### config.mk
export PLATFORM = sky130hd
export DESIGN_NAME = bsg_round_robin_n_to_1_pkt_flat
export DESIGN_NICKNAME = d
export VERILOG_FILES = /design/src/rtl/bsg_round_robin_n_to_1_pkt_if.sv /design/src/rtl/bsg_round_robin_n_to_1_pkt.sv /design/src/flat_wrapper.sv
export SDC_FILE = /design/constraint.sdc
export NUM_CORES = 1
export LEC_CHECK = 0
export CORE_AREA = 2 2 39 41
export CTS_CLUSTER_DIAMETER = 150
export DETAILED_ROUTE_END_ITERATION = 10
export DIE_AREA = 0 0 41 43
export MAX_ROUTING_LAYER = met4
export PLACE_DENSITY_LB_ADDON = 0.05
export SKIP_LAST_GASP = 1
export SLEW_MARGIN = 30
export SYNTH_ARGS = -nofsm -noshare
export SYNTH_HDL_FRONTEND = slang
export SYNTH_SLANG_ARGS = --single-unit
export TNS_END_PERCENT = 1
### constraint.sdc
create_clock -name clk_i -period 3.87 [get_ports clk_i]
set_input_delay 1.161 -clock clk_i [delete_from_list [all_inputs] [get_ports clk_i]]
set_output_delay 1.161 -clock clk_i [all_outputs]
set_load 0.01 [all_outputs]
### src/rtl/bsg_round_robin_n_to_1_pkt_if.sv
// ---------------------------------------------------------------------------
// bsg_round_robin_n_to_1_pkt_if
//
// Purpose:
//   Bundles the handshake and data signals around the packet-aware
//   N-to-1 round-robin arbiter. The N input streams and the single merged
//   output stream share one interface instance.
//
// Parameters:
//   els_p    number of input streams (>= 2)
//   width_p  data width of each stream
//
// Signals:
//   valid_i [els_p]          per-input valid
//   data_i  [els_p*width_p]  input i occupies [i*width_p +: width_p]
//   last_i  [els_p]          per-input end-of-packet marker
//   ready_o [els_p]          per-input ready
//   valid_o                  merged output valid
//   data_o  [width_p]        granted input's data
//   last_o                   granted input's last marker
//   tag_o   [lg_els_lp]      index of the granted input
//   ready_i                  merged output ready
//
// Modports:
//   slave   the arbiter's view (consumes inputs, produces the merged stream)
//   master  the environment's view (drives inputs, consumes the merged stream)
// ---------------------------------------------------------------------------
interface bsg_round_robin_n_to_1_pkt_if #(
  parameter int els_p   = 2,
  parameter int width_p = 8
);

  localparam int lg_els_lp = $clog2(els_p);

  logic [els_p-1:0]         valid_i;
  logic [els_p*width_p-1:0] data_i;
  logic [els_p-1:0]         last_i;
  logic [els_p-1:0]         ready_o;
  logic                     valid_o;
  logic [width_p-1:0]       data_o;
  logic                     last_o;
  logic [lg_els_lp-1:0]     tag_o;
  logic                     ready_i;

  modport slave (
    input  valid_i,
    input  data_i,
    input  last_i,
    input  ready_i,
    output ready_o,
    output valid_o,
    output data_o,
    output last_o,
    output tag_o
  );

  modport master (
    output valid_i,
    output data_i,
    output last_i,
    output ready_i,
    input  ready_o,
    input  valid_o,
    input  data_o,
    input  last_o,
    input  tag_o
  );

endinterface

### src/rtl/bsg_round_robin_n_to_1_pkt.sv
// ---------------------------------------------------------------------------
// bsg_round_robin_n_to_1_pkt
//
// Purpose:
//   Packet-aware round-robin arbiter merging els_p ready/valid streams onto
//   one output stream. A multi-beat packet keeps the grant until its last
//   beat is accepted, so packets from different inputs never interleave.
//   Input to output is purely combinational (zero-cycle latency); grant
//   decisions are registered on the clock edge where the handshake occurs.
//
// Parameters:
//   els_p        number of inputs (>= 2)
//   width_p      data width per input
//   max_beats_p  packet-length limit, only used with BSG_RR_PKT_LEN_CHECK_EN
//
// Ports:
//   clk_i       clock, rising edge
//   reset_i     synchronous active-high reset
//   bus         slave modport of bsg_round_robin_n_to_1_pkt_if carrying the
//               per-input valid/data/last/ready and the merged
//               valid/data/last/tag/ready
//   overlong_o  sticky packet-length error flag
//
// Configuration macro:
//   BSG_RR_PKT_LEN_CHECK_EN  when defined, packets are limited to
//   max_beats_p beats; an overlong packet is force-released after its
//   max_beats_p-th beat and overlong_o is set until reset. When undefined,
//   packets are unbounded and overlong_o is constant 0.
// ---------------------------------------------------------------------------
module bsg_round_robin_n_to_1_pkt #(
  parameter int els_p       = 2,
  parameter int width_p     = 8,
  parameter int max_beats_p = 16
) (
  input  logic                            clk_i,
  input  logic                            reset_i,
  bsg_round_robin_n_to_1_pkt_if.slave     bus,
  output logic                            overlong_o
);

  localparam int lg_els_lp = $clog2(els_p);

  typedef enum logic {
    IDLE   = 1'b0,
    LOCKED = 1'b1
  } state_e;

  state_e               r_state;
  state_e               w_state_next;
  logic [lg_els_lp-1:0] r_ptr;
  logic [lg_els_lp-1:0] r_grant;

  logic                 w_found;
  logic [lg_els_lp-1:0] w_search;
  logic [lg_els_lp-1:0] w_g;
  logic [lg_els_lp-1:0] w_g_inc;
  logic                 w_valid;
  logic                 w_last;
  logic [width_p-1:0]   w_data;
  logic                 w_accept;
  logic                 w_release;
  logic                 w_force;

  // Round-robin search: walk the inputs starting at r_ptr, wrapping from
  // els_p-1 back to 0, and remember the first valid one. The wrap is an
  // explicit compare so that non-power-of-two els_p never visits an index
  // that does not exist. When nothing is valid the search result falls back
  // to r_ptr, which is what tag_o must show while idle.
  always_comb begin
    logic [lg_els_lp-1:0] idx;
    w_found  = 1'b0;
    w_search = r_ptr;
    idx      = r_ptr;
    for (int k = 0; k < els_p; k++) begin
      if (!w_found && bus.valid_i[idx]) begin
        w_found  = 1'b1;
        w_search = idx;
      end
      idx = (idx == lg_els_lp'(els_p - 1)) ? '0 : idx + lg_els_lp'(1);
    end
  end

  // Output process: pick the active grant (search result while idle, the
  // held grant while locked), steer its data/last onto the output and
  // compute per-input readies. Only the granted input can ever see ready;
  // while locked it sees ready even during its own bubbles so the upstream
  // handshake stays simple. valid_o, data_o and tag_o never look at ready_i.
  always_comb begin
    w_g     = r_grant;
    w_valid = 1'b0;
    case (r_state)
      IDLE: begin
        w_g     = w_found ? w_search : r_ptr;
        w_valid = |bus.valid_i;
      end
      LOCKED: begin
        w_g     = r_grant;
        w_valid = bus.valid_i[r_grant];
      end
      default: begin
        w_g     = r_grant;
        w_valid = 1'b0;
      end
    endcase

    w_data = '0;
    w_last = 1'b0;
    for (int i = 0; i < els_p; i++) begin
      if (lg_els_lp'(i) == w_g) begin
        w_data = bus.data_i[i*width_p +: width_p];
        w_last = bus.last_i[i];
      end
    end

    bus.ready_o = '0;
    for (int i = 0; i < els_p; i++) begin
      bus.ready_o[i] = bus.ready_i & (lg_els_lp'(i) == w_g)
                       & ((r_state == LOCKED) | bus.valid_i[i]);
    end

    bus.valid_o = w_valid;
    bus.data_o  = w_data;
    bus.last_o  = w_last;
    bus.tag_o   = w_g;

    w_accept  = w_valid & bus.ready_i;
    w_release = w_accept & (w_last | w_force);
    w_g_inc   = (w_g == lg_els_lp'(els_p - 1)) ? '0 : w_g + lg_els_lp'(1);
  end

  // Next-state process: any accepted beat that does not end the packet
  // (and is not force-released) leaves or keeps the arbiter LOCKED; the
  // end of a packet returns it to IDLE. Without a handshake nothing moves.
  always_comb begin
    w_state_next = r_state;
    if (w_accept) begin
      if (w_last | w_force) begin
        w_state_next = IDLE;
      end else begin
        w_state_next = LOCKED;
      end
    end
  end

  // State register.
  always_ff @(posedge clk_i) begin
    if (reset_i) begin
      r_state <= IDLE;
    end else begin
      r_state <= w_state_next;
    end
  end

  // Priority pointer and held grant. Only the input that just finished a
  // packet loses priority (pointer moves to the one after it); an idle
  // pointer never drifts. The grant is captured when a packet opens.
  always_ff @(posedge clk_i) begin
    if (reset_i) begin
      r_ptr   <= '0;
      r_grant <= '0;
    end else begin
      if (w_release) begin
        r_ptr <= w_g_inc;
      end
      if (w_accept && !w_release && (r_state == IDLE)) begin
        r_grant <= w_g;
      end
    end
  end

`ifdef BSG_RR_PKT_LEN_CHECK_EN
  localparam int beat_w_lp = $clog2(max_beats_p + 1);

  logic [beat_w_lp-1:0] r_beats;
  logic                 r_overlong;

  // Force-release when the max_beats_p-th beat of a packet goes through
  // without last. r_beats holds the number of beats already accepted, so
  // the beat being accepted now is number r_beats+1.
  assign w_force = w_accept & ~w_last
                   & (r_beats == beat_w_lp'(max_beats_p - 1));

  // Beat counter for the current packet plus the sticky error flag. The
  // counter clears whenever a packet ends, normally or by force.
  always_ff @(posedge clk_i) begin
    if (reset_i) begin
      r_beats    <= '0;
      r_overlong <= 1'b0;
    end else begin
      if (w_accept) begin
        if (w_last | w_force) begin
          r_beats <= '0;
        end else begin
          r_beats <= r_beats + beat_w_lp'(1);
        end
      end
      if (w_force) begin
        r_overlong <= 1'b1;
      end
    end
  end

  assign overlong_o = r_overlong;
`else
  // Packets are unbounded in this build; the error flag is constant low
  // whatever max_beats_p is set to.
  assign w_force    = 1'b0;
  assign overlong_o = (max_beats_p < 1) & 1'b0;
`endif

endmodule

### src/flat_wrapper.sv
// flat-port wrapper written by rule: the top's interface ports become plain ports
module bsg_round_robin_n_to_1_pkt_flat 
#(
  parameter int els_p       = 2,
  parameter int width_p     = 8,
  parameter int max_beats_p = 16
)
  (clk_i, reset_i, overlong_o, bus_valid_i, bus_data_i, bus_last_i, bus_ready_i, bus_ready_o, bus_valid_o, bus_data_o, bus_last_o, bus_tag_o);
  bsg_round_robin_n_to_1_pkt_if #(.els_p(els_p), .width_p(width_p)) bus_i ();
  input  logic clk_i;
  input  logic reset_i;
  output logic overlong_o;
  input wire logic [$bits(bus_i.valid_i)-1:0] bus_valid_i;
  input wire logic [$bits(bus_i.data_i)-1:0] bus_data_i;
  input wire logic [$bits(bus_i.last_i)-1:0] bus_last_i;
  input wire logic [$bits(bus_i.ready_i)-1:0] bus_ready_i;
  output wire logic [$bits(bus_i.ready_o)-1:0] bus_ready_o;
  output wire logic [$bits(bus_i.valid_o)-1:0] bus_valid_o;
  output wire logic [$bits(bus_i.data_o)-1:0] bus_data_o;
  output wire logic [$bits(bus_i.last_o)-1:0] bus_last_o;
  output wire logic [$bits(bus_i.tag_o)-1:0] bus_tag_o;
  assign bus_i.valid_i = bus_valid_i;
  assign bus_i.data_i = bus_data_i;
  assign bus_i.last_i = bus_last_i;
  assign bus_i.ready_i = bus_ready_i;
  assign bus_ready_o = bus_i.ready_o;
  assign bus_valid_o = bus_i.valid_o;
  assign bus_data_o = bus_i.data_o;
  assign bus_last_o = bus_i.last_o;
  assign bus_tag_o = bus_i.tag_o;
  bsg_round_robin_n_to_1_pkt #(.els_p(els_p), .width_p(width_p), .max_beats_p(max_beats_p)) u_core (.clk_i(clk_i), .reset_i(reset_i), .bus(bus_i), .overlong_o(overlong_o));
endmodule
==> metrics.md, run 1 <==
| Metric | Value |
|---|---|
| IR drop worst, VDD | 0.159 mV |
| DR vias | 470 |
| Area delta synth->final | 107% |
| CP max FO | 7 |
| Leakage | between 0.0004 and 0.0005 uW |
| Synthesized cell area | ~400 sq um |
| Internal Power | 150 uW |
| Commonest non-fill, non-tap cell in the layout | clkdlybuf4s50_1 |
| Clock Root Buffer | clkbuf_4 |
| Number of global-route vias before repair | 510 |
| Placed Instance Area | 772 sq um |
| Core ar. | 1380 sq um |
| GRT Total Usage | 19.6% |
| Yosys Warn Count | 0 |
| Part of the power in the clock network | 26.8% |
| Die Wd | 41 microns |
| Top cell type's share of synthesized area | 33.9% |
| Delay-heaviest family, CP | buffers and inverters |
| Most frequent cells in the layout | clkdlybuf4s50_1, mux2_4, buf_4 |
| # hold bufs at CTS | 0 |
| Ports | 37 |
| Failing checks | negative setup slack |
| Final Critical Period | slightly below 4000 ps |
| Critical Path Max Stage Delay | approximately 420 ps |
| Final core occ | about 60% |
| Status | finished, violations left |
| Clk_skew | 5.55 ps |
| Maximum buffer depth of the clock tree | 2 |
| WP buf/inv | 2 |
| Number of buffers created by CTS | 3 |
| First-pass GRT wire length | 2.19 mm |
| Post-Syn Instances | 41 |
| 1st-pass router iterations | 3 |
| DIE AREA | approximately 1800 sq um |
| Post-synthesis sequential area ratio | between 10% and 20% |
| Placed cells | 94 |
| Unrepaired setup endpoints after global routing | yes |
| Unique cell type count in the Yosys netlist | 22 |
| CP Class | input pin to output port |
| Post-route cell area | approximately 830 sq um |
| Final WS setup | -107 ps |
| H-tree levels | 1 |
| DRC violation count after routing | 0 |
| Final Setup Violations | 10 |
| GRT Residual Overflow | 0 |
| Cell Pwr Density | 259 nW/um^2 |
| Final slew viol count | 0 |
| CP required | approximately 2700 ps |
| Initial antenna violation count | 0 |
| Sequential power share | between 10% and 20% |
| Routability Congestion | 0.727 |
| Site Rows | 14 |
| Largest net degree at the start of global routing | 8 |
| Worst hold path class | flop to flop |
| Largest cells by area after synthesis | mux2_4, dfxtp_1, a21oi_1, buf_12, mux2i_1 |
| Worst EP arrival | 2820 ps |
| # Max-Cap Violations | 0 |
| Startpoint Class | input pin |
| Vias per cell | 4.56 |
| Switching Share | 29.9% |
| WL/cell | ~13 microns |
| Final worst-path cycle share | 103% |
| Port bufs | 35 |
| Layout cells sized above 1 | 36.8% |
| Slowest stage cell, crit path | clkdlybuf4s50_1 |
| Crit-path cells | clkdlybuf4s50_1 > maj3_2 > mux2_4 > mux2_4 > dlygate4sd2_1 |
| Drt total wl | between 1 and 1.5 mm |
| Worst Setup End Kind | output port |
| Fin. Hold Viols | 0 |
| Synth area leader | mux2_4 |
| Remaining antenna violation count after routing | 0 |
| Number of diodes | 0 |
| Net Switching | 63.8 uW |
| Combinational power share | 55.6% |
| Layout Nets | 111 |
| Fmax | 251 MHz |
| CTS tree | yes |
| Non-Filler Instances | around 100 |
| Most frequent CP cell | mux2_4 |
| CTS Sinks | 3 |
| Clock latency at the later pin of the worst-skew pair | 240 ps |
| Post-Syn Nets | 64 |
| Number of synthesized register bits | 3 |
| Place WS | -457 ps |
| Starting Density | 28.8% |
| DP HPWL | 1.03 mm |
| Initial DRC count | 1 |
| Die Span Y | 43 microns |
| Clock transition at the registers of the reported paths | 40 ps |
| Post-Syn Area per Cell | 9.73 sq um |
-- what timing repair did --
action,CTS,global route
pin swaps,0,1
setup endpoints to repair,12,13
hold endpoints to repair,0,0
buffers inserted,4,0
resized for setup,24,5
gates cloned,1,0
-- cell usage after synthesis --
master / n
conb_1: 1
nand2_1: 2
mux2i_1: 2
nor2_1: 1
dfxtp_1: 3
buf_12: 1
o22ai_2: 1
o211a_1: 1
a21boi_0: 1
a21oi_1: 4
o21ai_0: 2
mux2_2: 1
inv_2: 1
o2111ai_1: 1
inv_1: 2
nand2b_1: 3
or2_0: 1
buf_4: 1
mux2_4: 9
maj3_2: 1
o21bai_1: 1
or2_2: 1
-- per-stage QoR --
stage	total power, uW	hold WS, ps	TNS, ps
after global placement	152	480	-4540
after detailed placement	152	486	-4730
after CTS	219	493	-2190
after floorplan	96.5	448	0
final	214	489	-841
after global routing	232	535	-1480
-- power by group through the flow --
stage	sequential, uW	clock, uW	combinational (uW)
2_1_floorplan	36.9	0	59.6
3_3_place_gp	37.9	0	114
3_5_place_dp	37.9	0	114
4_1_cts	37.7	59.9	121
5_1_grt	38.1	64.7	129
6_report	37.7	57.2	119
-- worst paths after layout --
kind	end	start	slack, ps	depth (start not counted)
max	bus_data_o[3]	bus_valid_i[1]	-110	5
min	u_core.r_ptr	u_core.r_ptr	490	2
max reg2reg	u_core.r_state	u_core.r_ptr	2170	6
min reg2reg	u_core.r_ptr	u_core.r_ptr	490	2
-- worst min-delay path, stage by stage (launching register included) --
cell	delay [ps]
dfxtp_1	320
nand2_1	60
a21oi_1	50
-- cells by family (layout without fill, tap and decap cells) --
| logic type | count (synthesis) | after routing | share of synthesized area, % |
|---|---|---|---|
| AO/OA/AOI/OAI | 11 | 11 | 19.1 |
| adder cells (fa/ha/maj) | 1 | 1 | 2.82 |
| buffers and inverters | 5 | 50 | 9.72 |
| flip-flops | 3 | 3 | 15.0 |
| multiplexers | 12 | 13 | 41.7 |
| other | 1 | 1 | 0.940 |
| AND/OR/NAND/NOR | 8 | 8 | 10.7 |
-- layer usage --
metal | up-vias | wire length [microns] | global-route usage (%)
met5 | - | 0 | -
met4 | 0 | 0 | 4.00
met3 | 0 | 97 | 7.85
met2 | 19 | 778 | 34.4
met1 | 211 | 499 | 19.2
li1 | 240 | - | -
-- layout make-up --
cell class | instances | area [sq um]
Tap cell | 16 | 20.0
Timing Repair Buffer | 43 | 393
Clock buffer | 4 | 26.3
Multi-Input combinational cell | 34 | 315
Inverter | 3 | 11.3
Sequential cell | 3 | 60.1
Fill cell | 144 | 558
-- state kept, by name, summed over array words and instances (netlist names) --
register / flops
u_core.r_state: 1
u_core.r_grant: 1
u_core.r_ptr: 1
No activity file was read; power rests on OpenSTA's default activity.
==> inputs of run 2 (changes only) <==
Settings changed: CELL_PAD_IN_SITES_DETAIL_PLACEMENT set to 1, CELL_PAD_IN_SITES_GLOBAL_PLACEMENT set to 1, CORE_AREA 2 2 39 41 to not set, CORE_UTILIZATION set to 21, DIE_AREA 0 0 41 43 to not set.
==> run 2 against run 1 <==
Against the previous run:
- the flow now finishes without violations
- global-route usage shrank 4.6 points
- sequential cell count is the same
- register-to-register slack gained 20 ps
- sequential power is essentially flat
- worst hold slack gained 13 ps
- clock skew shrank 5.5 ps
- die area grew 18%
- design area grew 0.30%
- via count grew 6.6%
- highest routed layer unchanged
==> metrics.md, run 2 (same netlist as run 1, synthesis figures left out) <==
| Metric | Value |
|---|---|
| Post-route cell area | 828 sq um (+0.30%) |
| Core ar. | 1750 sq um (+26%) |
| Place WS | -460 ps (-3.36 ps) |
| Final slew viol count | 0 (unchanged) |
| Vias per cell | 4.47 (-2.0%) |
| Hold depth | 2 (unchanged) |
| H-tree levels | 1 (unchanged) |
| Routability Congestion | 0.700 (-3.7%) |
| Maximum buffer depth of the clock tree | 2 (unchanged) |
| Most frequent cells in the layout | clkdlybuf4s50_1, mux2_4, buf_2, buf_4, dlygate4sd2_1 |
| Slowest stage cell, crit path | maj3_2 |
| Drt total wl | 1.43 mm (+3.9%) |
| Instance count on the critical path | 6 (+1) |
| Clock transition at the registers of the reported paths | 30 ps (about the same) |
| Site Rows | 15 (+1) |
| Number of global-route vias before repair | 446 (-13%) |
| Final worst-path cycle share | 97.9% (-4.9 points) |
| DR vias | 501 (+6.6%) |
| IR drop worst, VDD | 0.165 mV (+4.1%) |
| Die Span Y | 45.6 microns (+6.0%) |
| Clock latency at the later pin of the worst-skew pair | 220 ps (-20 ps) |
| GRT Total Usage | 15.0% (-4.6 points) |
| Status | completed |
| Final Setup Violations | 0 (-10) |
| Fmax | 264 MHz (+5.0%) |
| GRT Residual Overflow | 0 (unchanged) |
| Unrepaired setup endpoints after global routing | no |
| Setup TNS | 0 ps (+841 ps) |
| Delay-heaviest family, CP | multiplexers |
| Starting Density | 22.9% (-6.0 points) |
| Leakage | 0.000395 uW (-3.3%) |
| Fin. Hold Viols | 0 (unchanged) |
| Ports | 37 (unchanged) |
| Remaining antenna violation count after routing | 0 (unchanged) |
| Largest net degree at the start of global routing | 8 (unchanged) |
| Number of buffers created by CTS | 3 (unchanged) |
| 1st-pass router iterations | 2 (-1) |
| Startpoint Class | input pin |
| CP max FO | 4 (-3) |
| Placed Instance Area | 783 sq um (+1.5%) |
| WL/cell | 12.8 microns (-4.5%) |
| Initial DRC count | 4 (+3) |
| CTS Sinks | 3 (unchanged) |
| Worst hold path class | flop to flop |
| Final Critical Period | 3790 ps (-189 ps) |
| CP required | 2710 ps (about the same) |
| Hold WS | 501 ps (+12.7 ps) |
| Die Wd | 45.6 microns (+11%) |
| Clk_skew | 0.0560 ps (-5.49 ps) |
| First-pass GRT wire length | 2.10 mm (-4.4%) |
| Clock Root Buffer | clkbuf_4 |
| R2r worst-path depth | 6 (unchanged) |
| Area delta synth->final | 108% |
| DRC violation count after routing | 0 (unchanged) |
| Cell Pwr Density | 252 nW/um^2 (-2.6%) |
| Layout cells sized above 1 | 37.9% (+1.1 points) |
| Commonest non-fill, non-tap cell in the layout | clkdlybuf4s50_1 |
| Number of diodes | 0 (unchanged) |
| Worst Setup End Kind | output port |
| DP HPWL | 1.06 mm (+2.7%) |
| Final WS setup | 82.8 ps (+189 ps) |
| Worst EP arrival | 2630 ps (-190 ps) |
| Crit-path cells | dlygate4sd2_1 > inv_2 > maj3_2 > mux2_4 > mux2_4 > dlygate4sd2_1 |
| # Max-Cap Violations | 0 (unchanged) |
| Critical Path Max Stage Delay | 330 ps (-90 ps) |
| CTS tree | yes |
| DIE AREA | 2080 sq um (+18%) |
| Port bufs | 35 (unchanged) |
| WP buf/inv | 3 (+1) |
| Biggest regs | u_core.r_grant x1, u_core.r_ptr x1, u_core.r_state x1 |
| Layout Nets | 111 (unchanged) |
| Initial antenna violation count | 0 (unchanged) |
| CP Class | input pin to output port |
-- run 2: worst min-delay path: cells and delay by family, from the launching register on --
family          cells  cell delay [ps]
simple gates        1               60
compound gates      1               60
flops               1              320
-- run 2: area by class of cell --
| class | instances | area, sq um |
|---|---|---|
| fill | 212 | 917 |
| timing repair buffer | 43 | 384 |
| multi-input combinational | 34 | 315 |
| sequential | 3 | 60.1 |
| tap | 25 | 31.3 |
| clock buffer | 4 | 26.3 |
| inverter | 3 | 11.3 |
-- run 2: power by group --
part / internal, uW / leakage [uW] / switching [uW]
registers: 34.1 / 0.0000246 / 3.93
logic: 76.2 / 0.000355 / 42.4
clock network: 38.5 / 0.0000150 / 13.7
total: 149 / 0.000395 / 60.0
-- run 2: timing repair --
| action | 4_1_cts | 5_1_grt |
|---|---|---|
| buffers inserted | 3 | 1 |
| hold buffers | 0 | 0 |
| endpoints found under the hold margin | 0 | 0 |
| cloned | 1 | 0 |
| gates resized for setup | 34 | 1 |
| pin swaps | 1 | 1 |
| setup endpoints to repair | 12 | 10 |
-- run 2: layer usage --
metal | wire length, microns | global-route usage (%) | share of wire [%]
met5 | 0 | - | 0
met4 | 0 | 5.45 | 0
met3 | 191 | 5.56 | 13
met2 | 672 | 24.9 | 47
met1 | 564 | 16.2 | 39
-- run 2: metrics by stage --
stage / instances / total power [uW] / utilization, %
2_1_floorplan: 41 / 96.5 / -
5_1_grt: 112 / 223 / 47.5
6_report: 112 / 209 / 47.5
3_5_place_dp: 103 / 154 / 44.9
4_1_cts: 111 / 211 / 46.9
3_3_place_gp: 103 / 153 / 44.9
-- run 2: final timing paths --
check                                    start  slack, ps              to
worst max-delay path            bus_valid_i[0]         80   bus_data_o[6]
worst max register to register    u_core.r_ptr       2190  u_core.r_state
worst min register to register    u_core.r_ptr        500    u_core.r_ptr
worst min-delay path              u_core.r_ptr        500    u_core.r_ptr
